File: config.mk
export PLATFORM = sky130hd
export DESIGN_NAME = e203_ifu_flush_rsp
export DESIGN_NICKNAME = d
export VERILOG_FILES = /design/src/rtl/e203_ifu_flush_rsp_pkg.sv /design/src/rtl/e203_ifu_obuf.sv /design/src/rtl/e203_ifu_flush_rsp.sv
export SDC_FILE = /design/constraint.sdc
export NUM_CORES = 1
export LEC_CHECK = 0
export BUFFER_PORTS_ARGS = -buffer_cell sky130_fd_sc_hd__clkbuf_2
export CAP_MARGIN = 20
export CORE_UTILIZATION = 38
export DETAILED_ROUTE_END_ITERATION = 12
export GPL_TIMING_DRIVEN = 0
export HOLD_SLACK_MARGIN = 0.15
export MAX_ROUTING_LAYER = met4
export SLEW_MARGIN = 20
export SYNTH_ARGS = -nofsm -noshare
export SYNTH_HDL_FRONTEND = slang
export SYNTH_HIERARCHICAL = 1
export SYNTH_SLANG_ARGS = --single-unit
File: constraint.sdc
create_clock -name clk -period 3 [get_ports clk]
set_input_delay 0.3 -clock clk [delete_from_list [all_inputs] [get_ports clk]]
set_output_delay 0.3 -clock clk [all_outputs]
set_load 0.005 [all_outputs]
File: src/rtl/e203_ifu_flush_rsp_pkg.sv
// Shared IFU definitions: fetch-sequencer state encoding and PC step.
package e203_ifu_flush_rsp_pkg;

  typedef enum logic [1:0] {
    ST_RUN   = 2'd0,  // nothing outstanding
    ST_WAIT  = 2'd1,  // one fetch outstanding, its response is wanted
    ST_DRAIN = 2'd2,  // one fetch outstanding, its response is stale
    ST_HALT  = 2'd3
  } ifu_state_e;

  localparam int unsigned PC_INCR = 4;

endpackage

File: src/rtl/e203_ifu_obuf.sv
// Single-entry instruction buffer toward decode; a load is visible next cycle.
// Holds its entry until o_vld & o_rdy; flush clears it and beats a simultaneous load.
module e203_ifu_obuf #(
  parameter int PC_SIZE = 32
) (
  input  logic               clk,
  input  logic               rst,
  input  logic               flush,
  input  logic               i_vld,
  input  logic [PC_SIZE-1:0] i_pc,
  input  logic [31:0]        i_instr,
  input  logic               i_err,
  output logic               o_vld,
  input  logic               o_rdy,
  output logic [PC_SIZE-1:0] o_pc,
  output logic [31:0]        o_instr,
  output logic               o_err
);

  always_ff @(posedge clk or posedge rst) begin
    if (rst) begin
      o_vld   <= 1'b0;
      o_pc    <= '0;
      o_instr <= '0;
      o_err   <= 1'b0;
    end else if (flush) begin
      o_vld <= 1'b0;
    end else if (i_vld) begin
      o_vld   <= 1'b1;
      o_pc    <= i_pc;
      o_instr <= i_instr;
      o_err   <= i_err;
    end else if (o_vld && o_rdy) begin
      o_vld <= 1'b0;
    end
  end

endmodule

File: src/rtl/e203_ifu_flush_rsp.sv
// IFU fetch sequencer: one outstanding fetch, flush redirect, stale-response drain, WFI halt.
// Request is combinational from state; a response reaches ifu_o one cycle later; decode stalls hold the next request.
module e203_ifu_flush_rsp
  import e203_ifu_flush_rsp_pkg::*;
#(
  parameter int                PC_SIZE  = 32,
  parameter logic [PC_SIZE-1:0] RESET_PC = 32'h8000_0000
) (
  input  logic               clk,
  input  logic               rst,
  input  logic               pipe_flush_req,
  input  logic [PC_SIZE-1:0] pipe_flush_add_op1,
  input  logic [PC_SIZE-1:0] pipe_flush_add_op2,
  output logic               pipe_flush_ack,
  input  logic               ifu_halt_req,
  output logic               ifu_halt_ack,
  output logic               ifu_req_valid,
  input  logic               ifu_req_ready,
  output logic [PC_SIZE-1:0] ifu_req_pc,
  input  logic               ifu_rsp_valid,
  output logic               ifu_rsp_ready,
  input  logic [31:0]        ifu_rsp_instr,
  input  logic               ifu_rsp_err,
  output logic               ifu_o_valid,
  input  logic               ifu_o_ready,
  output logic [PC_SIZE-1:0] ifu_o_pc,
  output logic [31:0]        ifu_o_instr,
  output logic               ifu_o_buserr
);

  localparam logic [PC_SIZE-1:0] PC_STEP = PC_SIZE'(PC_INCR);

  ifu_state_e         state, state_nxt;
  logic [PC_SIZE-1:0] pc;
  logic [PC_SIZE-1:0] fetch_pc;
  logic [PC_SIZE-1:0] flush_tgt;
  logic               flush;
  logic               issue;
  logic               buf_load;
  logic               buf_vld;

  assign pipe_flush_ack = ~rst;
  assign flush          = pipe_flush_req & pipe_flush_ack;
  assign flush_tgt      = pipe_flush_add_op1 + pipe_flush_add_op2;

  assign ifu_req_valid = ~rst && (state == ST_RUN) && !flush && !ifu_halt_req
                         && (!buf_vld || ifu_o_ready);
  assign ifu_req_pc    = pc;
  assign issue         = ifu_req_valid & ifu_req_ready;

  assign ifu_rsp_ready = 1'b1;
  assign buf_load      = (state == ST_WAIT) & ifu_rsp_valid;
  assign ifu_halt_ack  = (state == ST_HALT);
  assign ifu_o_valid   = buf_vld;

  always_comb begin
    state_nxt = state;
    case (state)
      ST_RUN: begin
        if (flush)                          state_nxt = ST_RUN;
        else if (issue)                     state_nxt = ST_WAIT;
        else if (ifu_halt_req && !buf_vld)  state_nxt = ST_HALT;
      end
      // A response landing with the flush retires the fetch, so nothing is left to drain.
      ST_WAIT: begin
        if (ifu_rsp_valid)                  state_nxt = ST_RUN;
        else if (flush)                     state_nxt = ST_DRAIN;
      end
      ST_DRAIN: begin
        if (ifu_rsp_valid)                  state_nxt = ST_RUN;
      end
      ST_HALT: begin
        if (flush || !ifu_halt_req)         state_nxt = ST_RUN;
      end
      default:                              state_nxt = ST_RUN;
    endcase
  end

  always_ff @(posedge clk or posedge rst) begin
    if (rst) begin
      state    <= ST_RUN;
      pc       <= RESET_PC;
      fetch_pc <= RESET_PC;
    end else begin
      state <= state_nxt;
      if (flush) begin
        pc <= flush_tgt;
      end else if (issue) begin
        pc       <= pc + PC_STEP;
        fetch_pc <= pc;
      end
    end
  end

  e203_ifu_obuf #(
    .PC_SIZE (PC_SIZE)
  ) u_obuf (
    .clk     (clk),
    .rst     (rst),
    .flush   (flush),
    .i_vld   (buf_load),
    .i_pc    (fetch_pc),
    .i_instr (ifu_rsp_instr),
    .i_err   (ifu_rsp_err),
    .o_vld   (buf_vld),
    .o_rdy   (ifu_o_ready),
    .o_pc    (ifu_o_pc),
    .o_instr (ifu_o_instr),
    .o_err   (ifu_o_buserr)
  );

endmodule

# Word level (Yosys, flattened, before mapping)
# Cells that the tools add are included.
[totals]
regBits = 132
inputBits = 104
output_inout_bits = 102
elab_cells = 51
[op_classes]
addsub = 2
eq_ne = 7
n_mux = 13
n_bitwise = 5
n_reduce_logical = 17
[ops]
columns = ["op", "n"]
rows = [
  ["two-way mux 32 bit", 2],
  ["adder 32 x 3 -> 32 bit, second input constant", 1],
  ["adder 32 bit", 1],
  ["two-way mux 2 bit", 7],
  ["one-hot mux 2 bit (4 select lines)", 1],
  ["logical AND 1 bit", 6],
  ["== test 2 bit, second input constant", 2],
  ["inequality test 4 x 3 -> 1 bit, second input constant", 1],
  ["AND reduction 2 bit", 2],
  ["AND reduction 4 bit", 1],
  ["AND 1 bit", 3],
  ["logical NOT 1 bit", 3],
  ["two-way mux 1 bit", 3],
  ["inequality test 3 bit, second input constant", 1],
  ["nonzero test 3 bit", 1],
  ["== test 2 x 1 -> 1 bit, second input constant", 1],
  ["logical NOT 2 bit", 1],
  ["logical OR 1 bit", 2],
  ["inequality test 2 x 1 -> 1 bit, second input constant", 1],
  ["inequality test 2 bit, second input constant", 1],
  ["inverter 1 bit", 2],
  ["nonzero test 2 bit", 1],
]

# Logic depth before layout (Yosys ltp)
# Gate-level depths: netlist (run 1).
[depth]
ltp_word = 10
mapped_depth = 10
depth_no_buf = 10

# By module
# Netlist (run 1), hierarchy kept.
[modules_own_cells]
columns = ["module", "n_inst", "cells_each", "area_per_inst_um2", "seq_area_each_um2"]
rows = [
  ["e203_ifu_flush_rsp", 1, 607, 5012.3, 1654.1],
  ["e203_ifu_obuf", 1, 143, 2731.4, 1651.6],
]

# Worst setup path after synthesis (run 1)
# OpenSTA, ideal clock, no wires.
[synth_path]
path_kind = "input port to flip-flop"
startpoint = "input rst"
endpoint = "register u_obuf.o_err"
setup_time_ps = 125
t_arrival_ps = 3202
t_required_ps = 2875
setup_slack_ps = -327
cell_stages = 8
n_path_buf = 3
cell_sequence = "inv_1 nand2_1 inv_1 clkbuf_1 nor2b_4 buf_12 buf_12 mux2_4"
[synth_between]
elab_chain_len = 4
[synth_lines]
columns = ["item", "line_no", "source"]
rows = [
  ["from (decl)", "e203_ifu_flush_rsp.sv:10", "input logic rst,"],
  ["inverter 1 bit", "e203_ifu_flush_rsp.sv:42", "assign pipe_flush_ack = ~rst;"],
  ["AND 1 bit", "e203_ifu_flush_rsp.sv:43", "assign flush = pipe_flush_req & pipe_flush_ack;"],
  ["named net flush", "e203_ifu_flush_rsp.sv:37", "logic flush;"],
  ["inverter 1 bit (no source line)", "-", ""],
  ["AND reduction 2 bit (no source line)", "-", ""],
  ["to (signal assigned)", "e203_ifu_obuf.sv:32", "o_err <= i_err;"],
  ["to (decl)", "e203_ifu_obuf.sv:17", "output logic o_err"],
]
# The timed path passes the listed nets, and every way through them passes these cells.
# A chain may end at the register's enable or synchronous reset.

# Final worst setup path (run 1)
[layout_path]
startpoint = "input rst"
endpoint = "register u_obuf.o_instr[26]"
[layout_between]
elab_chain_len = 4
[layout_lines]
columns = ["item", "line_no", "source"]
rows = [
  ["inverter 1 bit", "e203_ifu_flush_rsp.sv:42", ""],
  ["AND 1 bit", "e203_ifu_flush_rsp.sv:43", ""],
  ["named net flush", "e203_ifu_flush_rsp.sv:37", ""],
  ["inverter 1 bit (no source line)", "-", ""],
  ["AND reduction 2 bit (no source line)", "-", ""],
  ["to (signal assigned)", "e203_ifu_obuf.sv:31", "o_instr <= i_instr;"],
  ["to (decl)", "e203_ifu_obuf.sv:16", "output logic [31:0] o_instr,"],
]
# The timed path passes the listed nets, and every way through them passes these cells.

==> results.py, run 1 <==
metrics = {
    "pwr": {
        "power_mw": 7.53,
        "p_leak_nw": 4.98,
        "power_per_cell_area_nw_per_um2": 740,
        "ir_worst_vdd_v": 0.000426,
    },
    "floorplan": {
        "coreArea_um2": 19700,
        "rows": 51,
        "dieArea_um2": 21000,
        "die_h_um": 145,
        "start_util": 0.393,
        "num_io_pins": 206,
        "die_w_um": 145,
    },
    "yosys": {
        "synth_cells": 750,
        "ys_types": 84,
        "synth_area_um2": 7740,
        "ys.flop_type": "dfrtp_1",
        "yosysTopAreaCell": "dfrtp_1",
        "ys_seq_area_frac": 0.427,
        "postSynthAreaPerCell_um2": 10.3,
        "ys_async_sr_fraction": 1.00,
        "synth_edf_count": 0,
        "synth_top_cells_by_area": "dfrtp_1 (42%), mux2_4 (9.7%), nand2_1 (7.5%), ha_1 (5.2%), a21oi_1 (3.0%)",
        "synth_top_cell_area_share": 0.420,
        "synth_fp_nets": 887,
        "yosysWarnings": 6,
        "synth-seq-cells": 132,
    },
    "worst_setup_path": {
        "crit_path_frequent_cell": "buf_12",
        "worst-path-stages": 11,
        "reg2reg_depth": 8,
        "slowest_stage": "dlygate4sd3_1",
        "crit_fanout": 23,
        "critPathLaunchType": "primary input",
        "arrival_ns": 3.03,
        "crit_required_ns": 3.29,
        "worstPathCellList": "dlygate4sd3_1 > clkbuf_2 > clkinvlp_4 > buf_16 > nand2_1 > inv_1 > clkbuf_1 > nor2b_4 > buf_12 > buf_12 > mux2_4",
        "cp_top_family": "buffers and inverters",
        "r2r_setup_slack_ns": 0.48,
        "regToRegEndpoint": "ifu_req_pc[30]",
        "endpoint_kind": "register",
        "timing.rr.start": "state[0]",
        "critical_path_class": "in -> reg",
        "critPathBufInv": 8,
        "slowest_delay_ns": 0.53,
    },
    "timing": {
        "hold_viol": 0,
        "rsz0062_at_grt": "no",
        "period_share": 0.914,
        "finClkSkew_ns": 0.00635,
        "worst_slew_pin_slew_ns": 0.615,
        "setup_viol": 0,
        "relSlewSlack": 0.588,
        "finalWorstPathRequiredPeriod_ns": 2.74,
        "drv_slew": 0,
        "max_freq_mhz": 365,
    },
    "clocking": {
        "cts_setup_buffers": 0,
        "clk_latency_ns": 0.41,
        "cts_tree": "done",
        "clockBufferDepth": 2,
        "clock-root-buffer": "clkbuf_16",
        "htree_levels": 4,
        "clock_sinks": 132,
        "clk_pin_slew_worst_paths_ns": 0.05,
        "cts-buffers-inserted": 17,
    },
    "final_layout": {
        "insertedDiodeCount": 0,
        "nets": 1151,
        "syn_to_final_growth_pct": 31.3,
        "fin_util": 0.516,
        "design_area_um2": 10200,
        "fin_cells": 1291,
        "final_cell_mix": "clkbuf_2 (206), nand2_1 (155), dfrtp_1 (130)",
        "final_common_cell": "clkbuf_2",
        "drive_gt1_frac": 0.344,
    },
    "flow_run": {
        "cap_violations": 0,
    },
    "place": {
        "dpl_cell_area_um2": 9170,
        "globalplace.congestion": 0.916,
        "post-place-cells": 1222,
        "dp.final_hpwl_um": 15300,
        "numPortBuffers": 204,
    },
    "grt": {
        "grt_max_degree": 44,
        "antenna_found_initial": 0,
        "grt_pass1_vias": 6016,
        "grt-ovfl-total": 0,
        "grt_pass1_wl_um": 31500,
        "grt.total_usage": 0.203,
    },
    "hold_path": {
        "hold_depth": 5,
        "hold_start": "ifu_rsp_valid",
        "hold_end": "u_obuf/o_vld",
        "hold_path.class": "in -> reg",
    },
    "detailed_routing": {
        "via_count": 6399,
        "ant_nets": 0,
        "wire_per_inst_um": 15.4,
        "dr_wl_met2_um": 9230,
        "drt-met1-wl_um": 9250,
        "post-route-drc-count": 0,
        "via_per_inst": 4.96,
        "dr_wl_met3_um": 960,
        "routed.top_layer": "met4",
        "drt_first_iter_violations": 317,
        "routed_wl_um": 19900,
        "drtPass1Iterations": 5,
    },
    "outcome": {
        "outcome": "finished, final reports clean",
    },
}
-- worst register-to-register path, cell delays in order (launching register included) --
cell and delay [ns]:
dfrtp_1 0.35, buf_2 0.17, nor4_4 0.35, nand4b_4 0.24, nor4_1 0.60, nand2_1 0.14
xnor2_1 0.22, mux2i_1 0.13, a211oi_2 0.22
-- how the worst max path moves through the flow --
stage          from            endpoint  slack, ns
3_3_place_gp    rst  u_obuf/o_instr[26]      -0.96
6_report        rst  u_obuf/o_instr[26]       0.26
3_5_place_dp    rst  u_obuf/o_instr[26]       0.03
4_1_cts         rst  u_obuf/o_instr[26]       0.25
5_1_grt         rst     u_obuf/o_pc[13]       0.12
2_1_floorplan   rst        u_obuf/o_err       0.17
-- cell type report --
cell class	instances	area [um^2]
clock inverter	10	154
tap	265	332
sequential	132	3310
timing repair buffer	245	1460
multi-input combinational	568	4090
inverter	17	70.1
clock buffer	21	470
fill	1794	9550
buffer	33	280
-- stage by stage --
stage / setup TNS [ns] / setup WS (ns) / hold WS (ns)
finish: 0 / 0.258 / 0.246
global route: 0 / 0.124 / 0.283
global placement: -77.23 / -0.963 / 0.460
detailed placement: 0 / 0.0341 / 0.378
floorplan: 0 / 0.167 / 0.439
CTS: 0 / 0.249 / 0.227
-- registers in the layout, indices dropped and copies added (netlist names) --
signal          count
fetch_pc           32
ifu_req_pc         32
u_obuf/o_instr     32
u_obuf/o_vld        1
state               2
u_obuf/o_pc        32
u_obuf/o_err        1
-- where the power goes --
| part | switching, mW | internal, mW |
|---|---|---|
| sequential | 0.499 | 2.47 |
| clock | 0.737 | 1.44 |
| combinational | 1.04 | 1.33 |
-- synthesized netlist by cell type, types with 5 or more instances --
cell type and n:
xor2_1 19, a21oi_1 47, nand4_1 8, a21o_1 9
a211oi_1 10, clkbuf_1 11, mux2_2 15, ha_1 32
nand2_1 155, nor3_1 11, buf_12 6, o21a_1 5
inv_1 17, dfrtp_1 130, xnor2_1 20, o21ai_0 32
and3_1 8, mux2_4 50, or3_1 6, nand3_1 16
nand2b_1 7, nor2_1 29
-- routing by layer --
layer / track usage / up-vias
met2: 0.317 / 198
met1: 0.260 / 2979
met3: 0.0365 / 28
met5: - / -
li1: - / 3194
met4: 0.0798 / 0
-- kinds of logic (layout without fill, tap and decap cells) --
kind of cell | count (synthesis) | in the layout | synth area share
AOI/OAI and AO/OA | 159 | 159 | 0.143
xor gates and xnor gates | 39 | 39 | 0.0441
adders and majority gates | 33 | 33 | 0.0543
buffers and inverters | 50 | 326 | 0.0444
DFF | 132 | 132 | 0.427
muxes | 69 | 69 | 0.124
other | 1 | 1 | 0.000484
and+or+nand+nor | 267 | 267 | 0.163
-- what timing repair did --
item	4_1_cts	5_1_grt
hold buffers	38	0
gates resized for setup	0	0
hold endpoints to repair	71	0
endpoints found under the setup margin	0	0
No activity file was read; power rests on OpenSTA's default activity.
==> run 2, diff against run 1 <==
--- a/config.mk
+++ b/config.mk
@@ -13,5 +13,4 @@
 export HOLD_SLACK_MARGIN = 0.15
 export MAX_ROUTING_LAYER = met4
-export SLEW_MARGIN = 20
 export SYNTH_ARGS = -nofsm -noshare
 export SYNTH_HDL_FRONTEND = slang
==> constraint.sdc (replaced) <==
create_clock -name clk -period 3 [get_ports clk]
set_input_delay 0.3 -clock clk [delete_from_list [all_inputs] [get_ports clk]]
set_output_delay 0.3 -clock clk [all_outputs]
set_load 0.02 [all_outputs]
==> run 2 against run 1 <==
Effect of this change: clock skew grew 0.0061 ns; combinational power grew 24%; clock power shrank 6%; sequential share of layout area grew 0.34 points; sequential power is essentially flat; count of clock-buffer cells in the layout shrank 1; global-route usage shrank 0.24 points; final cell count shrank 0.39%; routed wire length shrank 0.61%; critical path type unchanged; largest cell class unchanged; highest routed layer unchanged; via count shrank 1.0%; critical endpoint unchanged; non-clock buffer count shrank 5.
==> results.py, run 2 (synthesis gave the netlist of run 1 again) <==
metrics = {
    "detailed_routing": {
        "via_count": 6333,
        "routed.top_layer": "met4",
        "dr_wl_met3_um": 1040,
        "via_per_inst": 4.92,
        "ant_nets": 0,
        "routed_wl_um": 19700,
        "wire_per_inst_um": 15.3,
        "drt-met1-wl_um": 9050,
        "drtPass1Iterations": 5,
        "drt_first_iter_violations": 275,
        "dr_wl_met2_um": 9270,
        "post-route-drc-count": 0,
    },
    "worst_setup_path": {
        "endpoint_kind": "register",
        "critPathLaunchType": "primary input",
        "critical_path_class": "in -> reg",
        "crit_fanout": 11,
        "reg2reg_depth": 8,
        "crit_required_ns": 3.28,
        "arrival_ns": 2.90,
    },
    "clocking": {
        "cts_tree": "done",
        "cts-buffers-inserted": 17,
        "clock_sinks": 132,
        "clock-root-buffer": "clkbuf_16",
        "htree_levels": 4,
        "clk_latency_ns": 0.41,
        "clockBufferDepth": 2,
        "clk_pin_slew_worst_paths_ns": 0.06,
    },
    "floorplan": {
        "die_w_um": 145,
        "start_util": 0.393,
        "rows": 51,
        "num_io_pins": 206,
        "coreArea_um2": 19700,
        "dieArea_um2": 21000,
        "die_h_um": 145,
    },
    "grt": {
        "grt-ovfl-total": 0,
        "grt_max_degree": 67,
        "grt.total_usage": 0.200,
        "grt_pass1_wl_um": 31300,
        "antenna_found_initial": 0,
        "grt_pass1_vias": 5998,
    },
    "timing": {
        "fin_hold_ws_ns": 0.170,
        "rsz0062_at_grt": "no",
        "worst_slew_pin_slew_ns": 0.801,
        "period_share": 0.873,
        "drv_slew": 0,
        "max_freq_mhz": 382,
        "hold_viol": 0,
        "finalWorstPathRequiredPeriod_ns": 2.62,
        "fin_ws_ns": 0.380,
        "setup_viol": 0,
        "finClkSkew_ns": 0.0125,
        "relSlewSlack": 0.466,
        "tns_ns": 0,
    },
    "final_layout": {
        "final_cell_mix": "clkbuf_2 (206), nand2_1 (155), dfrtp_1 (130)",
        "insertedDiodeCount": 0,
        "nets": 1146,
        "final_common_cell": "clkbuf_2",
        "syn_to_final_growth_pct": 30.0,
        "design_area_um2": 10100,
        "drive_gt1_frac": 0.343,
        "num-fill-cells": 1795,
    },
    "outcome": {
        "outcome": "finished, final reports clean",
    },
    "pwr": {
        "ir_worst_vdd_v": 0.000444,
        "power_per_cell_area_nw_per_um2": 789,
        "p_leak_nw": 4.93,
        "power_mw": 7.94,
    },
    "place": {
        "globalplace.congestion": 0.916,
        "dp.final_hpwl_um": 15000,
        "pre_cts_ws_ns": -0.0863,
        "numPortBuffers": 204,
        "dpl_cell_area_um2": 9120,
    },
    "hold_path": {
        "hold_path.class": "in -> reg",
        "hold_depth": 3,
    },
    "flow_run": {
        "cap_violations": 0,
    },
}
[run 2: changes by cell type in the layout (fill, tap and decap cells not counted), sizes merged]
| cell | previous run | this run |
|---|---|---|
| bufinv | 4 | 3 |
| clkbuf | 240 | 239 |
| clkinvlp | 1 | 3 |
| buf | 22 | 20 |
| dlygate4sd3 | 37 | 34 |
[run 2: critical path: stages]
cell and delay, ns:
dlygate4sd3_1 0.53, clkbuf_2 0.21, clkinvlp_4 0.27, nand2_1 0.22
inv_1 0.16, clkbuf_1 0.32, nor2b_4 0.24, buf_12 0.18
buf_12 0.15, mux2_4 0.31
[run 2: worst paths after layout]
check | from | endpoint | slack (ns)
max | rst | u_obuf/o_instr[26] | 0.38
min | ifu_o_ready | u_obuf/o_vld | 0.17
max in group asynchronous | rst | u_obuf/o_pc[27] | 1.78
min reg2reg | fetch_pc[31] | fetch_pc[31] | 0.46
max reg2reg | state[0] | ifu_req_pc[30] | 0.44
min in group asynchronous | rst | u_obuf/o_vld | 0.68
[run 2: power breakdown]
group	internal (mW)	switching [mW]	total, mW
logic	1.33	1.60	2.93
registers	2.47	0.501	2.97
clock network	1.31	0.728	2.04
[run 2: metrics by stage]
stage,instances,util
5_1_grt,1286,0.510
2_1_floorplan,750,-
6_report,1286,0.510
3_3_place_gp,1219,0.462
4_1_cts,1286,0.510
3_5_place_dp,1220,0.463
[run 2: layout make-up]
| cell class | count | area, um^2 | area share |
|---|---|---|---|
| tap | 265 | 332 | 0.0329 |
| clock inverter | 11 | 135 | 0.0134 |
| multi-input combinational | 568 | 4090 | 0.407 |
| buffer | 33 | 280 | 0.0278 |
| clock buffer | 20 | 447 | 0.0444 |
| timing repair buffer | 240 | 1400 | 0.139 |
| inverter | 17 | 70.1 | 0.00696 |
| sequential | 132 | 3310 | 0.328 |
[run 2: routing by layer]
metal / track usage / vias up
met5: - / -
met4: 0.0720 / 0
met3: 0.0395 / 24
met2: 0.319 / 207
met1: 0.253 / 2919
li1: - / 3183
[run 2: repair_timing]
action	4_1_cts	5_1_grt
gates resized for setup	0	0
hold endpoints to repair	60	0
setup buffers	0	0
hold buffers	35	0
==> run 3, diff against run 2 <==
BUFFER_PORTS_ARGS = not set   (was -buffer_cell sky130_fd_sc_hd__clkbuf_2)
DONT_BUFFER_PORTS = 1   (was not set)
==> run 3 against run 2 <==
Effect of this change: global-route usage down 0.28 points; count of clock-buffer cells in the layout is 3 higher; hold slack better by 0.033 ns; sequential cell count unchanged; total power decreased by 6.1%; clock power about the same; via count shrank 10%; register-to-register slack improved by 0.04 ns; critical path depth is 2 lower; combinational power is 41% lower; utilization decreased by 4.7 points; critical endpoint is now state[1].
==> results.py, run 3 (synthesis gave the netlist of run 1 again) <==
metrics = {
    "outcome": {
        "outcome": "finished, final reports clean",
    },
    "timing": {
        "max_freq_mhz": 383,
        "fin_hold_ws_ns": 0.203,
        "period_share": 0.870,
        "setup_viol": 0,
        "hold_viol": 0,
        "rsz0062_at_grt": "no",
        "relSlewSlack": 0.600,
        "finalWorstPathRequiredPeriod_ns": 2.61,
        "worst_slew_pin_slew_ns": 0.600,
        "drv_slew": 0,
        "finClkSkew_ns": 0.00591,
        "fin_ws_ns": 0.389,
    },
    "detailed_routing": {
        "drtPass1Iterations": 4,
        "via_per_inst": 5.23,
        "via_count": 5702,
        "ant_nets": 0,
        "drt_first_iter_violations": 279,
        "wire_per_inst_um": 18.0,
        "post-route-drc-count": 0,
        "routed_wl_um": 19600,
    },
    "floorplan": {
        "die_h_um": 145,
        "start_util": 0.393,
        "die_w_um": 145,
        "rows": 51,
        "num_io_pins": 206,
        "coreArea_um2": 19700,
        "dieArea_um2": 21000,
    },
    "place": {
        "numPortBuffers": 0,
        "pre_cts_ws_ns": 0.0654,
        "post-place-cells": 1017,
        "dp.final_hpwl_um": 14800,
        "globalplace.congestion": 0.938,
        "dpl_cell_area_um2": 8120,
    },
    "final_layout": {
        "final_cell_mix": "nand2_1 (155), dfrtp_1 (130), mux2_4 (50)",
        "fin_cells": 1091,
        "nets": 950,
        "final_common_cell": "nand2_1",
        "syn_to_final_growth_pct": 18.0,
        "insertedDiodeCount": 0,
        "design_area_um2": 9140,
        "drive_gt1_frac": 0.179,
    },
    "grt": {
        "grt_pass1_wl_um": 30200,
        "grt-ovfl-total": 0,
        "grt_use_met3": 0.0448,
        "grt-busiest-layer": "met2",
        "grt.total_usage": 0.198,
        "use_met1": 0.250,
        "grtUsageMet2": 0.307,
        "antenna_found_initial": 0,
        "grt_pass1_vias": 5472,
        "grt_max_degree": 42,
    },
    "worst_setup_path": {
        "endpoint_kind": "register",
        "crit_required_ns": 3.33,
        "arrival_ns": 2.94,
        "critPathLaunchType": "primary input",
        "reg2reg_depth": 7,
        "critical_path_class": "in -> reg",
        "crit_fanout": 10,
    },
    "clocking": {
        "clk_pin_slew_worst_paths_ns": 0.06,
        "clockBufferDepth": 2,
        "clock_sinks": 132,
        "cts_tree": "done",
        "clk_latency_ns": 0.41,
        "cts-buffers-inserted": 17,
        "cts_setup_buffers": 0,
        "cts-resized-gates": 0,
        "clock-root-buffer": "clkbuf_16",
        "htree_levels": 4,
        "postCtsHoldBufs": 42,
    },
    "flow_run": {
        "cap_violations": 0,
    },
    "pwr": {
        "ir_worst_vdd_v": 0.000390,
        "power_per_cell_area_nw_per_um2": 816,
        "power_mw": 7.46,
        "p_leak_nw": 4.10,
    },
    "hold_path": {
        "hold_depth": 3,
        "hold_path.class": "in -> reg",
    },
}
-- run 3: cell types whose count changed in the layout (fill, tap and decap cells not counted) --
cell / change
buf_12: +2
bufinv_16: -1
clkbuf_1: +1
clkbuf_2: -204
clkbuf_8: +2
clkinv_2: -2
clkinvlp_4: +1
dlygate4sd3_1: +6
inv_2: +1
inv_4: -1
-- run 3: stage by stage --
| step | TNS [ns] | util |
|---|---|---|
| 3_5_place_dp | 0 | 0.412 |
| 5_1_grt | 0 | 0.464 |
| 6_report | 0 | 0.464 |
| 4_1_cts | 0 | 0.464 |
| 2_1_floorplan | 0 | - |
| 3_3_place_gp | -70.52 | 0.410 |
-- run 3: where the power goes --
group / leakage, nW / internal, mW / switching [mW]
clock network: 0.279 / 1.28 / 0.729
registers: 1.64 / 2.47 / 1.24
logic: 2.18 / 0.986 / 0.754
-- run 3: worst paths after layout --
check | startpoint | to | slack, ns
min in group asynchronous | rst | u_obuf/o_instr[8] | 0.48
max reg2reg | ifu_req_pc[17] | ifu_req_pc[30] | 0.48
min reg2reg | fetch_pc[31] | fetch_pc[31] | 0.47
min | pipe_flush_add_op2[0] | ifu_req_pc[0] | 0.20
max | rst | state[1] | 0.39
max in group asynchronous | rst | fetch_pc[31] | 2.14
-- run 3: metal layers --
layer / vias up / wire (um)
met5: - / 0
met4: 0 / 418
met3: 20 / 1220
met2: 189 / 9130
met1: 2703 / 8870
li1: 2790 / -
-- run 3: layout make-up --
| type | instances | area [um^2] |
|---|---|---|
| Inverter | 17 | 67.6 |
| Clock buffer | 23 | 478 |
| Clock inverter | 9 | 103 |
| Sequential cell | 132 | 3310 |
| Tap cell | 265 | 332 |
| Fill cell | 1877 | 10600 |
| Multi-Input combinational cell | 568 | 4090 |
| Timing Repair Buffer | 44 | 480 |
| Buffer | 33 | 280 |
-- run 3: critical path: stages --
cell           delay [ns]
dlygate4sd3_1        0.58
clkinvlp_4           0.27
nand2_1              0.26
buf_6                0.19
clkbuf_1             0.47
a31oi_1              0.14
dlygate4sd3_1        0.58
a21oi_1              0.15
